### src/rtl/uart_tx_fifo.sv
// Buffered 8N1 UART transmitter: a small byte FIFO behind a valid/ready
// handshake feeding a start/data/stop serialiser with a fixed bit period.
module uart_tx_fifo #(
    parameter int CLKS_PER_BIT = 5208,
    parameter int FIFO_DEPTH   = 4
) (
    input  logic                          clk,
    input  logic                          rst,
    input  logic [7:0]                    tx_data,
    input  logic                          tx_valid,
    output logic                          tx_ready,
    output logic                          Tx,
    output logic                          busy,
    output logic [$clog2(FIFO_DEPTH):0]   fifo_count
);

    localparam int          PW        = $clog2(FIFO_DEPTH);
    localparam int          CW        = PW + 1;
    localparam logic [15:0] BAUD_LAST = 16'(CLKS_PER_BIT - 1);

    typedef enum logic [1:0] {
        IDLE,
        START,
        DATA,
        STOP
    } state_t;

    logic [7:0]    mem_q [FIFO_DEPTH];
    logic [PW-1:0] wr_ptr_q, wr_ptr_d;
    logic [PW-1:0] rd_ptr_q, rd_ptr_d;
    logic [CW-1:0] count_q, count_d;

    state_t        state_q, state_d;
    logic [15:0]   baud_q, baud_d;
    logic [2:0]    bit_idx_q, bit_idx_d;
    logic [7:0]    shift_q, shift_d;
    logic          tx_q, tx_d;

    logic          full;
    logic          empty;
    logic          push;
    logic          pop;
    logic          baud_done;

    assign full      = (count_q == CW'(FIFO_DEPTH));
    assign empty     = (count_q == '0);
    assign push      = tx_valid && !full;
    assign baud_done = (baud_q == BAUD_LAST);

    // A new frame is loaded from IDLE at once, or straight out of the last
    // stop-bit cycle so queued bytes stream without an idle gap.
    assign pop = !empty && ((state_q == IDLE) || ((state_q == STOP) && baud_done));

    assign tx_ready   = !full;
    assign busy       = (state_q != IDLE) || !empty;
    assign Tx         = tx_q;
    assign fifo_count = count_q;

    always_comb begin
        wr_ptr_d = wr_ptr_q;
        rd_ptr_d = rd_ptr_q;
        if (push) begin
            wr_ptr_d = wr_ptr_q + PW'(1);
        end
        if (pop) begin
            rd_ptr_d = rd_ptr_q + PW'(1);
        end
        count_d = count_q + CW'(push) - CW'(pop);
    end

    // Storage carries no reset; flushing is done by clearing pointers/count.
    always_ff @(posedge clk) begin
        if (push) begin
            mem_q[wr_ptr_q] <= tx_data;
        end
    end

    always_comb begin
        state_d   = state_q;
        baud_d    = baud_q;
        bit_idx_d = bit_idx_q;
        shift_d   = shift_q;
        tx_d      = tx_q;

        case (state_q)
            IDLE: begin
                baud_d = '0;
                tx_d   = 1'b1;
                if (pop) begin
                    shift_d = mem_q[rd_ptr_q];
                    state_d = START;
                    tx_d    = 1'b0;
                end
            end
            START: begin
                if (baud_done) begin
                    baud_d    = '0;
                    bit_idx_d = '0;
                    state_d   = DATA;
                    tx_d      = shift_q[0];
                end else begin
                    baud_d = baud_q + 16'd1;
                end
            end
            DATA: begin
                if (baud_done) begin
                    baud_d = '0;
                    if (bit_idx_q == 3'd7) begin
                        state_d = STOP;
                        tx_d    = 1'b1;
                    end else begin
                        bit_idx_d = bit_idx_q + 3'd1;
                        shift_d   = {1'b0, shift_q[7:1]};
                        tx_d      = shift_q[1];
                    end
                end else begin
                    baud_d = baud_q + 16'd1;
                end
            end
            STOP: begin
                if (baud_done) begin
                    baud_d = '0;
                    if (pop) begin
                        shift_d = mem_q[rd_ptr_q];
                        state_d = START;
                        tx_d    = 1'b0;
                    end else begin
                        state_d = IDLE;
                        tx_d    = 1'b1;
                    end
                end else begin
                    baud_d = baud_q + 16'd1;
                end
            end
            default: begin
                state_d = IDLE;
                baud_d  = '0;
                tx_d    = 1'b1;
            end
        endcase
    end

    always_ff @(posedge clk or posedge rst) begin
        if (rst) begin
            wr_ptr_q  <= '0;
            rd_ptr_q  <= '0;
            count_q   <= '0;
            state_q   <= IDLE;
            baud_q    <= '0;
            bit_idx_q <= '0;
            shift_q   <= '0;
            tx_q      <= 1'b1;
        end else begin
            wr_ptr_q  <= wr_ptr_d;
            rd_ptr_q  <= rd_ptr_d;
            count_q   <= count_d;
            state_q   <= state_d;
            baud_q    <= baud_d;
            bit_idx_q <= bit_idx_d;
            shift_q   <= shift_d;
            tx_q      <= tx_d;
        end
    end

endmodule

### config.mk
export PLATFORM = sky130hd
export DESIGN_NAME = uart_tx_fifo
export DESIGN_NICKNAME = d
export VERILOG_FILES = /design/src/rtl/uart_tx_fifo.sv
export SDC_FILE = /design/constraint.sdc
export NUM_CORES = 1
export LEC_CHECK = 0
export ABC_AREA = 1
export ABC_CLOCK_PERIOD_IN_PS = 3850
export CAP_MARGIN = 20
export CORE_MARGIN = 3
export CORE_UTILIZATION = 52
export CTS_BUF_LIST = sky130_fd_sc_hd__clkbuf_4 sky130_fd_sc_hd__clkbuf_8
export DETAILED_ROUTE_END_ITERATION = 10
export HOLD_SLACK_MARGIN = 0.02
export PLACE_DENSITY = 0.71
export SLEW_MARGIN = 40
export SYNTH_ARGS = -nofsm -noshare
export SYNTH_HDL_FRONTEND = slang
export SYNTH_SLANG_ARGS = --single-unit
### constraint.sdc
create_clock -name clk -period 3.85 [get_ports clk]
set_input_delay 0.5775 -clock clk [delete_from_list [all_inputs] [get_ports clk]]
set_output_delay 0.5775 -clock clk [all_outputs]
set_load 0.05 [all_outputs]
# Word level (Yosys, flattened, before mapping)
# Memory sizes are Yosys's and may differ from the RTL's.
# Index checks and enable logic that the tools add are counted.
[totals] ff_bits=37 mem_bits_rw=32 in_bits=11 out_inout_bits=6 word_cells=70 memories=1
[classes] addsub=6 eq_ne=12 muxes=26 n_reduce_logical=17
[mem_list] name="mem_q" depth=4 width=8 rd=1 rd_clocked_by_memory_dff=0 wr=1 line="28" rtl="logic [7:0] mem_q [FIFO_DEPTH];"
[op_table] operator="2-to-1 mux 8 bit" n=4
[op_table] operator="case mux 16 bit (2 select lines)" n=1
[op_table] operator="case mux 8 bit (3 select lines)" n=1
[op_table] operator="adder 16 x 1 -> 16 bit (second input constant)" n=1
[op_table] operator="equality test 16 x 13 -> 1 bit (second input constant)" n=1
[op_table] operator="2-to-1 mux 16 bit" n=1
[op_table] operator="inequality test 2 bit (second input constant)" n=6
[op_table] operator="2-to-1 mux 2 bit" n=5
[op_table] operator="2-to-1 mux 3 bit" n=3
[op_table] operator="2-to-1 mux 1 bit" n=8
[op_table] operator="case mux 2 bit (4 select lines)" n=1
[op_table] operator="AND reduction 4 bit" n=2
[op_table] operator="equality test 3 bit (second input constant)" n=2
[op_table] operator="case mux 3 bit (2 select lines)" n=1
[op_table] operator="AND reduction 5 bit" n=1
[op_table] operator="adder 2 x 1 -> 2 bit (second input constant)" n=2
[op_table] operator="equality test 2 bit (second input constant)" n=2
[op_table] operator="case mux 1 bit (4 select lines)" n=1
[op_table] operator="nonzero test 2 bit" n=2
[op_table] operator="adder 3 x 1 -> 3 bit" n=1
[op_table] operator="adder 3 x 1 -> 3 bit (second input constant)" n=1
[op_table] operator="logical AND 1 bit" n=3
[op_table] operator="logical NOT 3 bit" n=1
[op_table] operator="AND reduction 3 bit" n=1
[op_table] operator="7 further kinds" n=9

# Longest topological paths before layout
# Gate-level depths: netlist (run 1).
[logic_depth] ltp_word=7 ltp_mapped=15 mapped_depth_nobuf=15

# Least setup slack after synthesis (run 1)
# OpenSTA, ideal clock, no wires.
[synth_path] kind="reg2reg" start="reg count_q[1] (netlist: fifo_count[1])" end="reg count_q[2] (netlist: fifo_count[2])" setup_ns=0.124 arrival_time_ns=2.477 required_time_ns=3.726 slack_ns=1.250 stages_incl_launch_ff=10 path_buffers=0 synth_period_minus_slack_ns=2.600 path_cell_list="dfrtp_1 -> nor2_1 -> nand2_1 -> nand2_1 -> ha_1 -> inv_1 -> ha_1 -> inv_1 -> fa_1 -> xnor2_1"
[synth_via] elab_chain_cells=5 elab_cells_between_ends=8 classes_between="2 x add/sub; 1 x eq/ne; 5 x reduce/logical"
[synth_rtl] element="from (decl)" line="31" rtl="logic [CW-1:0] count_q, count_d;"
[synth_rtl] element="from (signal assigned)" line="156" rtl="count_q <= count_d;"
[synth_rtl] element="equality test 3 bit" line="45" rtl="assign full = (count_q == CW'(FIFO_DEPTH));"
[synth_rtl] element="logical NOT 1 bit"
[synth_rtl] element="named net tx_ready" line="11" rtl="output logic tx_ready,"
[synth_rtl] element="logical AND 1 bit" line="47" rtl="assign push = tx_valid && !full;"
[synth_rtl] element="adder 3 x 1 -> 3 bit" line="68" rtl="count_d = count_q + CW'(push) - CW'(pop);"
[synth_rtl] element="subtractor 3 x 1 -> 3 bit" line="68"
[synth_rtl] element="named net count_d[2]" line="31"
# The timed path passes the listed nets, and every way through them passes these cells.
# A chain may end at the register's enable or synchronous reset.

# Worst setup path in the final report (run 1)
[layout_path] start="reg state_q[0]" end="out busy"
[layout_via] elab_chain_cells=2
[layout_rtl] element="from (decl)" line="33" rtl="state_t state_q, state_d;"
[layout_rtl] element="from (signal assigned)" line="157" rtl="state_q <= state_d;"
[layout_rtl] element="nonzero test 2 bit" line="55" rtl="assign busy = (state_q != IDLE) || !empty;"
[layout_rtl] element="logical OR 1 bit" line="55"
[layout_rtl] element="to (decl)" line="13" rtl="output logic busy,"
# Every way passes these cells.

==> impl_metrics.json, run 1 <==
{
  "finish.utilization_pct": 62.4,
  "synth_top_cell_by_area": "edfxtp_1",
  "cts_hold_buf": 0,
  "synth_flop_cell": "dfrtp_1",
  "syn-num-nets": 374,
  "crit_chain": "inv_1 > ha_1 > nand2_1 > clkdlybuf4s50_1",
  "antenna_found_initial": 0,
  "ctsResizeCount": 0,
  "critPathSlowestCell": "clkdlybuf4s50_1",
  "routed-via-count": 2294,
  "routabilityCongestion": 0.797,
  "finClkSkew_ps": 8.79,
  "drc": 0,
  "ant_nets": 0,
  "p_leak_nw": 1.73,
  "ys_seq_area_share_pct": 56.7,
  "initialDrtViolationCount": 138,
  "grt_max_degree": 38,
  "final.setup.tns_ps": 0,
  "crit_path_max_fanout": 7,
  "grt_pass1_vias": 2345,
  "layout-drive-gt1-share_pct": 12.0,
  "syn_avg_cell_area_um2": 9.57,
  "crit_path_start_kind": "flop",
  "rsz0062_at_grt": "no",
  "drt-total-wl_um": 5960,
  "ys_top_cells_by_area": "edfxtp_1 29%, dfrtp_1 27%, nand2_1 11%",
  "clk_pin_slew_worst_paths_ps": 80,
  "vias_per_cell": 5.10,
  "hold_viol": 0,
  "io_buffer_count": 16,
  "cts_made_buffers": 9,
  "max_stage_delay_ps": 810,
  "hp-class": "flop to flop",
  "fin_crit_ps": 2710,
  "report.final.slew_viol_count": 0,
  "clock_sinks": 69,
  "areaGrowthSynthToFinish_pct": 13.6,
  "max_freq_ghz": 0.369,
  "path_delay_family": "buffers and inverters",
  "p_per_area_nw_per_um2": 500,
  "rows": 28,
  "yosys-top-cells-count": "96 x nand2_1, 39 x nand3_1, 36 x dfrtp_1",
  "grt.overflow.total": 0,
  "grt_pass1_wl_um": 10600,
  "die_h_um": 86.0,
  "syn_inst": 348,
  "yosys_warnings": 0,
  "wire_per_inst_um": 13.2,
  "tritoncts": "built",
  "die_w_um": 86.0,
  "diodes": 0,
  "synth_cell_types": 35,
  "start_util_pct": 55.0,
  "core_area_um2": 6060,
  "maxCapViolCount": 0,
  "ys_ff_latch": 69,
  "relSlewSlack_pct": 50.1,
  "arrival_ps": 2130,
  "die_area_um2": 7400,
  "ios": 17,
  "hpwl_um": 4170,
  "cts_buffer_depth": 2,
  "yosys.area.top_type_share_pct": 28.8,
  "period_share_pct": 70.4,
  "syn_area_um2": 3330,
  "path_buf_inv": 2,
  "post_cts_buffers": 0,
  "ctsHtreeMaxLevel": 3,
  "nets": 396,
  "cp.required_ps": 3270,
  "synth.most_common_cell": "nand2_1",
  "cts-root-buf": "clkbuf_8",
  "firstDrtPassIters": 4,
  "clkLatencyLatePin_ps": 340,
  "rrSetupSlack_ps": 1430,
  "track_usage_pct": 18.4,
  "endpoint_kind": "output port",
  "finalSetupViolations": 0,
  "path_class": "flop to output port",
  "worst_pin_slew_ps": 746,
  "synth_edf_count": 32,
  "ir_drop_v": 0.000380,
  "synth_async_sr_flop_share_pct": 53.6,
  "status": "finished, final reports clean"
}
-- area by class of cell --
cell class	instances	area [um2]
Tap cell	75	93.8
Inverter	35	133
Sequential cell	69	1890
Clock inverter	7	98.8
Multi-Input combinational cell	238	1280
Fill cell	502	2280
Clock buffer	9	124
Timing Repair Buffer	17	168
-- per-stage QoR --
stage	cells	total power (W)	setup WS, ps	area [um2]	hold slack, ps
after global placement	434	0.00125	1480	3560	445
after CTS	450	0.00191	1120	3780	471
after floorplan	348	0.00115	1250	3330	431
after detailed placement	434	0.00126	1430	3560	461
after global routing	450	0.00199	1040	3780	505
final	450	0.00189	1140	3780	469
-- per-layer routing --
| layer | vias up | track usage [%] | routed length [um] |
|---|---|---|---|
| met1 | 1073 | 23.8 | 2830 |
| li1 | 1182 | - | - |
| met2 | 31 | 30.0 | 2860 |
| met4 | 0 | 8.63 | 91 |
| met5 | - | 0 | 0 |
| met3 | 8 | 3.27 | 171 |
-- worst register-to-register path: cells and delay by family (launching register included) --
family | cells | cell delay (ps)
adders and majority gates | 4 | 1010
xor gates and xnor gates | 1 | 130
DFF | 1 | 430
buffers and inverters | 5 | 450
and+or+nand+nor | 2 | 280
-- logic make-up after synthesis --
| logic type | synth area share [%] |
|---|---|
| buf+inv | 4.96 |
| simple gates | 26.1 |
| fa+ha+maj | 5.86 |
| compound gates | 4.32 |
| flops | 56.7 |
| xor+xnor | 2.10 |
-- power by group --
part           internal, W  switching, W
combinational     0.000108      0.000206
sequential        0.000875     0.0000437
clock             0.000368      0.000292
-- worst paths after layout --
check	from	endpoint	depth (start not counted)
max	state_q[0]$_DFFE_PP0P_	busy	4
min	baud_q[0]$_DFF_PP0_	baud_q[0]$_DFF_PP0_	1
max reg2reg	state_q[0]$_DFFE_PP0P_	fifo_count[2]$_DFF_PP0_	12
min reg2reg	baud_q[0]$_DFF_PP0_	baud_q[0]$_DFF_PP0_	1
max in group asynchronous	rst	Tx$_DFFE_PP1P_	3
min in group asynchronous	rst	fifo_count[1]$_DFF_PP0_	3
-- sequential cells by signal (all words and copies together), names as in the netlist --
register / count
mem_q: 32
baud_q: 16
shift_q: 8
bit_idx_q: 3
fifo_count: 3
rd_ptr_q: 2
state_q: 2
wr_ptr_q: 2
Tx: 1
-- layout by cell type, fill, tap and decap left out, drive strengths merged, types with 7 or more instances in the layout --
cell           count
nand2            103
nand3             40
dfrtp             36
nor2              36
inv               33
edfxtp            32
clkdlybuf4s50     16
ha                14
clkbuf             9
a21oi              9
nor3               7
No activity file was read; power rests on OpenSTA's default activity.
==> run 2, diff against run 1 <==
--- a/config.mk
+++ b/config.mk
@@ -6,14 +6,14 @@
 export NUM_CORES = 1
 export LEC_CHECK = 0
 export ABC_AREA = 1
-export ABC_CLOCK_PERIOD_IN_PS = 3850
+export ABC_CLOCK_PERIOD_IN_PS = 2200
 export CAP_MARGIN = 20
 export CORE_MARGIN = 3
 export CORE_UTILIZATION = 52
 export CTS_BUF_LIST = sky130_fd_sc_hd__clkbuf_4 sky130_fd_sc_hd__clkbuf_8
 export DETAILED_ROUTE_END_ITERATION = 10
 export HOLD_SLACK_MARGIN = 0.02
-export PLACE_DENSITY = 0.71
+export PLACE_DENSITY = 0.73
 export SLEW_MARGIN = 40
 export SYNTH_ARGS = -nofsm -noshare
 export SYNTH_HDL_FRONTEND = slang
==> constraint.sdc (replaced) <==
create_clock -name clk -period 2.2 [get_ports clk]
set_input_delay 0.33 -clock clk [delete_from_list [all_inputs] [get_ports clk]]
set_output_delay 0.33 -clock clk [all_outputs]
set_load 0.05 [all_outputs]
==> run 2 against run 1 <==
Net effect: die area is the same; sequential power rose by 74%; hold slack worse by 94 ps; register-to-register slack worse by 1400 ps; first-iteration DRC count increased by 34%; worst setup slack got worse by 1100 ps; clock power increased by 62%; wire length up 3.5%; cell count rose by 5.8%; via count rose by 5.9%; clock-buffer cell count did not move.
==> impl_metrics.json, run 2 (synthesis gave the netlist of run 1 again) <==
{
  "reg.largest.list": "mem_q: 32 flops, baud_q: 16 flops, shift_q: 8 flops",
  "ant_nets": 0,
  "track_usage_pct": 18.5,
  "regMostFlops": "mem_q",
  "clk_pin_slew_worst_paths_ps": 80,
  "worst_slack_ps": 18.9,
  "report.final.slew_viol_count": 0,
  "firstDrtPassIters": 4,
  "clock_sinks": 69,
  "grt_pass1_vias": 2376,
  "diodes": 0,
  "worst_pin_slew_ps": 500,
  "layout_commonest_cell": "nand2_1",
  "p_total_w": 0.00335,
  "grt_max_degree": 38,
  "vias_per_cell": 5.10,
  "finalSetupViolations": 0,
  "areaGrowthSynthToFinish_pct": 20.5,
  "start_util_pct": 55.0,
  "hpwl_um": 4150,
  "period_share_pct": 99.1,
  "cts-root-buf": "clkbuf_8",
  "ir_drop_v": 0.000676,
  "clkLatencyLatePin_ps": 360,
  "cts_buffer_depth": 2,
  "die_h_um": 86.0,
  "layout-drive-gt1-share_pct": 21.4,
  "tritoncts": "built",
  "place_ws_ps": -23.6,
  "grt.overflow.total": 0,
  "drc": 0,
  "path_class": "flop to flop",
  "status": "finished, final reports clean",
  "p_leak_nw": 1.85,
  "largest_register_ffs": 32,
  "finClkSkew_ps": 11.1,
  "rows": 28,
  "arrival_ps": 2430,
  "drt-total-wl_um": 6170,
  "crit_path_max_fanout": 2,
  "wire_per_inst_um": 13.0,
  "ctsHtreeMaxLevel": 3,
  "nets": 422,
  "cp.required_ps": 2450,
  "fillerInstances": 464,
  "initialDrtViolationCount": 185,
  "p_per_area_nw_per_um2": 834,
  "die_area_um2": 7400,
  "hold_slack_ps": 376,
  "endpoint_kind": "flop",
  "rsz0062_at_grt": "yes",
  "core_area_um2": 6060,
  "multi_input_area_um2": 1330,
  "die_w_um": 86.0,
  "relSlewSlack_pct": 66.6,
  "dpl-instance-area_um2": 3690,
  "final_cell_mix": "93 x nand2_1, 39 x nand3_1, 33 x dfrtp_1",
  "routed-via-count": 2429,
  "io_buffer_count": 16,
  "regArea_um2": 1890,
  "max_freq_ghz": 0.458,
  "cts_made_buffers": 9,
  "maxCapViolCount": 0,
  "hold_viol": 0,
  "final_area_um2": 4020,
  "antenna_found_initial": 0,
  "hp-class": "input port to async pin",
  "reg2reg_depth": 15,
  "ios": 17,
  "fin_crit_ps": 2180,
  "grt_pass1_wl_um": 10600,
  "routabilityCongestion": 0.822,
  "crit_path_start_kind": "flop"
}
==> run 2: final cells by class <==
cell class	count	area share (%)
flip-flops and latches	69	47.1
clock inverters	7	2.02
repair buffers	43	8.94
inverters	35	3.43
multi-input cells	238	33.1
well taps	75	2.34
clock buffers	9	3.08
==> run 2: per-stage QoR <==
stage          setup TNS [ps]  cells  util [%]
4_1_cts                 -30.5    472      65.7
2_1_floorplan               0    348         -
3_5_place_dp            -46.9    450      60.9
5_1_grt                 -80.4    476      66.3
3_3_place_gp                0    450      60.9
6_report                    0    476      66.3
==> run 2: timing repair <==
action,CTS,global route
hold buffers,0,0
buffers inserted,6,4
pin swaps,4,3
resized for setup,13,2
endpoints found under the setup margin,3,2
==> run 2: worst paths after layout <==
check | start | to | slack (ps)
max reg2reg | baud_q[1]$_DFF_PP0_ | fifo_count[1]$_DFF_PP0_ | 20
min | rst | baud_q[10]$_DFF_PP0_ | 380
min in group clk | shift_q[0]$_DFFE_PP0P_ | shift_q[0]$_DFFE_PP0P_ | 480
max in group asynchronous | rst | fifo_count[1]$_DFF_PP0_ | 1460
max | baud_q[1]$_DFF_PP0_ | fifo_count[1]$_DFF_PP0_ | 20
min reg2reg | shift_q[0]$_DFFE_PP0P_ | shift_q[0]$_DFFE_PP0P_ | 480
==> run 2: worst max-delay path, stage by stage (launching register included) <==
cell and delay (ps):
dfrtp_1 370, ha_2 200, nand2_2 60, inv_2 70, nand2_2 70, nor2_4 100, nand2_4 60, nand2_4 70
nand2_4 60, inv_4 60, ha_4 190, inv_4 50, ha_4 110, inv_2 30, fa_2 530, inv_2 30
==> run 2: power by group <==
part / switching (W) / internal [W]
combinational: 0.000418 / 0.000268
sequential: 0.0000621 / 0.00153
clock: 0.000531 / 0.000536
==> run 2: per-layer routing <==
layer	wire, um	vias up	GRT usage (%)	part of all wire (%)
li1	-	1233	-	-
met1	2730	1132	22.6	44
met2	3010	49	31.0	49
met3	273	15	3.36	4.4
met4	151	0	10.2	2.4
met5	0	-	0	0
==> run 3, diff against run 2 <==
--- a/config.mk
+++ b/config.mk
@@ -5,8 +5,7 @@
 export SDC_FILE = /design/constraint.sdc
 export NUM_CORES = 1
 export LEC_CHECK = 0
-export ABC_AREA = 1
-export ABC_CLOCK_PERIOD_IN_PS = 2200
+export ABC_CLOCK_PERIOD_IN_PS = 1850
 export CAP_MARGIN = 20
 export CORE_MARGIN = 3
 export CORE_UTILIZATION = 52
==> constraint.sdc (replaced) <==
create_clock -name clk -period 1.85 [get_ports clk]
set_input_delay 0.2775 -clock clk [delete_from_list [all_inputs] [get_ports clk]]
set_output_delay 0.2775 -clock clk [all_outputs]
set_load 0.05 [all_outputs]
==> run 3 against run 2 <==
Net effect: synthesized cell count decreased by 32%; worst setup slack worse by 780 ps; final area increased by 8.4%; critical endpoint is now fifo_count[2]$_DFF_PP0_; the flow now finishes with violations (setup timing); cell count is 19% lower; critical path depth is 3 lower; fmax shrank 16%; die area down 3.9%; clock-buffer cell count grew 3; register-to-register slack got worse by 780 ps; highest routed layer unchanged.
==> impl_metrics.json, run 3 <==
{
  "status": "finished with violations",
  "failed_checks": "setup timing",
  "timing.rr.end": "fifo_count[2]$_DFF_PP0_",
  "yosys-top-cells-count": "36 x dfrtp_1, 32 x edfxtp_1, 24 x nor2_1",
  "synth_async_sr_flop_share_pct": 53.6,
  "syn-num-nets": 261,
  "yosys.area.top_type_share_pct": 30.1,
  "hpwl_um": 4070,
  "layout_commonest_cell": "buf_4",
  "p_leak_nw": 1.80,
  "reg2reg_from": "baud_q[3]$_DFF_PP0_",
  "dp.cells": 363,
  "fin_crit_ps": 2610,
  "cts_buffer_depth": 2,
  "ys_top_cells_by_area": "edfxtp_1 30%, dfrtp_1 28%, mux4_2 5.6%",
  "stdcell_count": 386,
  "antenna_found_initial": 0,
  "synth_edf_count": 32,
  "hp-class": "input port to async pin",
  "worst_pin_slew_ps": 439,
  "routabilityCongestion": 0.795,
  "syn_inst": 235,
  "period_share_pct": 141,
  "cts_hold_buf": 0,
  "die_w_um": 84.3,
  "final_cell_mix": "46 x buf_4, 35 x dfrtp_1, 32 x edfxtp_1",
  "reg2reg_depth": 12,
  "rsz0062_at_grt": "yes",
  "endpoint_kind": "flop",
  "worst_slack_ps": -760,
  "clock_sinks": 69,
  "fillerInstances": 335,
  "maxCapViolCount": 0,
  "routed-via-count": 2107,
  "grt_pass1_vias": 2150,
  "track_usage_pct": 18.4,
  "rows": 27,
  "syn_area_um2": 3190,
  "synth_flop_cell": "dfrtp_1",
  "layout-drive-gt1-share_pct": 44.3,
  "p_per_area_nw_per_um2": 1570,
  "grt_pass1_wl_um": 10400,
  "crit_path_start_kind": "flop",
  "tritoncts": "built",
  "cp.required_ps": 2080,
  "nets": 335,
  "synth.most_common_cell": "dfrtp_1",
  "report.final.slew_viol_count": 0,
  "firstDrtPassIters": 5,
  "startpoint": "baud_q[3]$_DFF_PP0_",
  "yosys_warnings": 0,
  "ant_nets": 0,
  "largest_register_ffs": 32,
  "critPathCapture": "fifo_count[2]$_DFF_PP0_",
  "finalSetupViolations": 34,
  "grt_max_degree": 38,
  "drc": 0,
  "wire_per_inst_um": 17.1,
  "die_h_um": 84.3,
  "diodes": 0,
  "synth_top_cell_by_area": "edfxtp_1",
  "ys_seq_area_share_pct": 59.2,
  "hold_viol": 0,
  "crit_path_max_fanout": 2,
  "die_area_um2": 7110,
  "arrival_ps": 2840,
  "ir_drop_v": 0.00137,
  "initialDrtViolationCount": 66,
  "finClkSkew_ps": 9.10,
  "core_area_um2": 5710,
  "multi_input_area_um2": 1490,
  "clkLatencyLatePin_ps": 340,
  "drt-total-wl_um": 6590,
  "place_ws_ps": -825,
  "cts_made_buffers": 9,
  "reg.largest.list": "mem_q: 32 flops, baud_q: 16 flops, shift_q: 8 flops",
  "ys_ff_latch": 69,
  "cts-root-buf": "clkbuf_8",
  "regArea_um2": 1890,
  "synth_cell_types": 44,
  "ios": 17,
  "path_class": "flop to flop",
  "relSlewSlack_pct": 70.7,
  "start_util_pct": 55.9,
  "ctsHtreeMaxLevel": 3,
  "regMostFlops": "mem_q",
  "grt.overflow.total": 0,
  "syn_avg_cell_area_um2": 13.6,
  "clk_pin_slew_worst_paths_ps": 80,
  "max_freq_ghz": 0.383,
  "io_buffer_count": 16,
  "vias_per_cell": 5.46,
  "rrSetupSlack_ps": -760,
  "areaGrowthSynthToFinish_pct": 36.5
}
==> run 3: how the worst min path moves through the flow <==
stage | start | end | slack [ps] | depth (start not counted)
after global routing | rst | baud_q[6]$_DFF_PP0_ | 310 | 3
after floorplan | tx_data[0] | mem_q[0][0]$_DFFE_PP_ | 380 | 0
after CTS | rst | fifo_count[2]$_DFF_PP0_ | 290 | 3
after detailed placement | shift_q[4]$_DFFE_PP0P_ | shift_q[4]$_DFFE_PP0P_ | 490 | 1
after global placement | shift_q[0]$_DFFE_PP0P_ | shift_q[0]$_DFFE_PP0P_ | 480 | 1
final | rst | baud_q[4]$_DFF_PP0_ | 280 | 3
==> run 3: layer usage <==
layer,routed length [um],vias up,GRT usage (%)
met2,3200,44,28.9
met3,211,17,3.93
met4,157,0,7.34
li1,-,991,-
met1,3030,1055,25.2
met5,0,-,0
==> run 3: logic make-up after synthesis <==
group                      after synthesis  share of synthesized area, %
AOI/OAI and AO/OA                       16                          3.73
buffers and inverters                   16                          1.88
and+or+nand+nor                         76                          12.6
adders and majority gates               15                          6.12
xor gates and xnor gates                19                          5.22
DFF                                     69                          59.2
muxes                                   24                          11.3
==> run 3: repair_timing <==
action | 4_1_cts | 5_1_grt
endpoints found under the hold margin | 0 | 0
endpoints found under the setup margin | 36 | 36
resized for setup | 19 | 45
cloned | 0 | 1
setup buffers | 4 | 5
pin swaps | 7 | 20
==> run 3: stage by stage <==
step | total power [W] | utilization [%] | instance area (um2) | hold WS, ps | TNS [ps]
after CTS | 0.00645 | 72.5 | 4140 | 293 | -8920
after global placement | 0.00478 | 66.6 | 3800 | 479 | -8710
after floorplan | 0.00392 | - | 3220 | 376 | -10180
after detailed placement | 0.00486 | 66.6 | 3800 | 495 | -9780
after global routing | 0.00726 | 76.3 | 4360 | 310 | -12370
final | 0.00686 | 76.3 | 4360 | 280 | -9360
==> run 3: critical path, stage by stage, from the launching register on <==
cell and delay (ps):
dfrtp_1 380, or3_4 390, buf_6 130, nor4_4 290, a21oi_2 110, nor2_2 130
ha_1 260, inv_2 70, ha_4 120, inv_2 30, fa_2 340, xnor2_2 150
xnor2_1 120
==> run 3: layout make-up <==
| type | count | share of cell area [%] |
|---|---|---|
| sequential | 69 | 43.4 |
| multi-input combinational | 150 | 34.2 |
| timing repair buffer | 68 | 14.2 |
| clock buffer | 12 | 3.50 |
| tap | 72 | 2.07 |
| clock inverter | 4 | 1.69 |
| inverter | 11 | 0.948 |
==> run 3: power by group <==
group | internal, W | switching, W
sequential | 0.00202 | 0.000234
clock | 0.000827 | 0.000555
combinational | 0.00163 | 0.00159
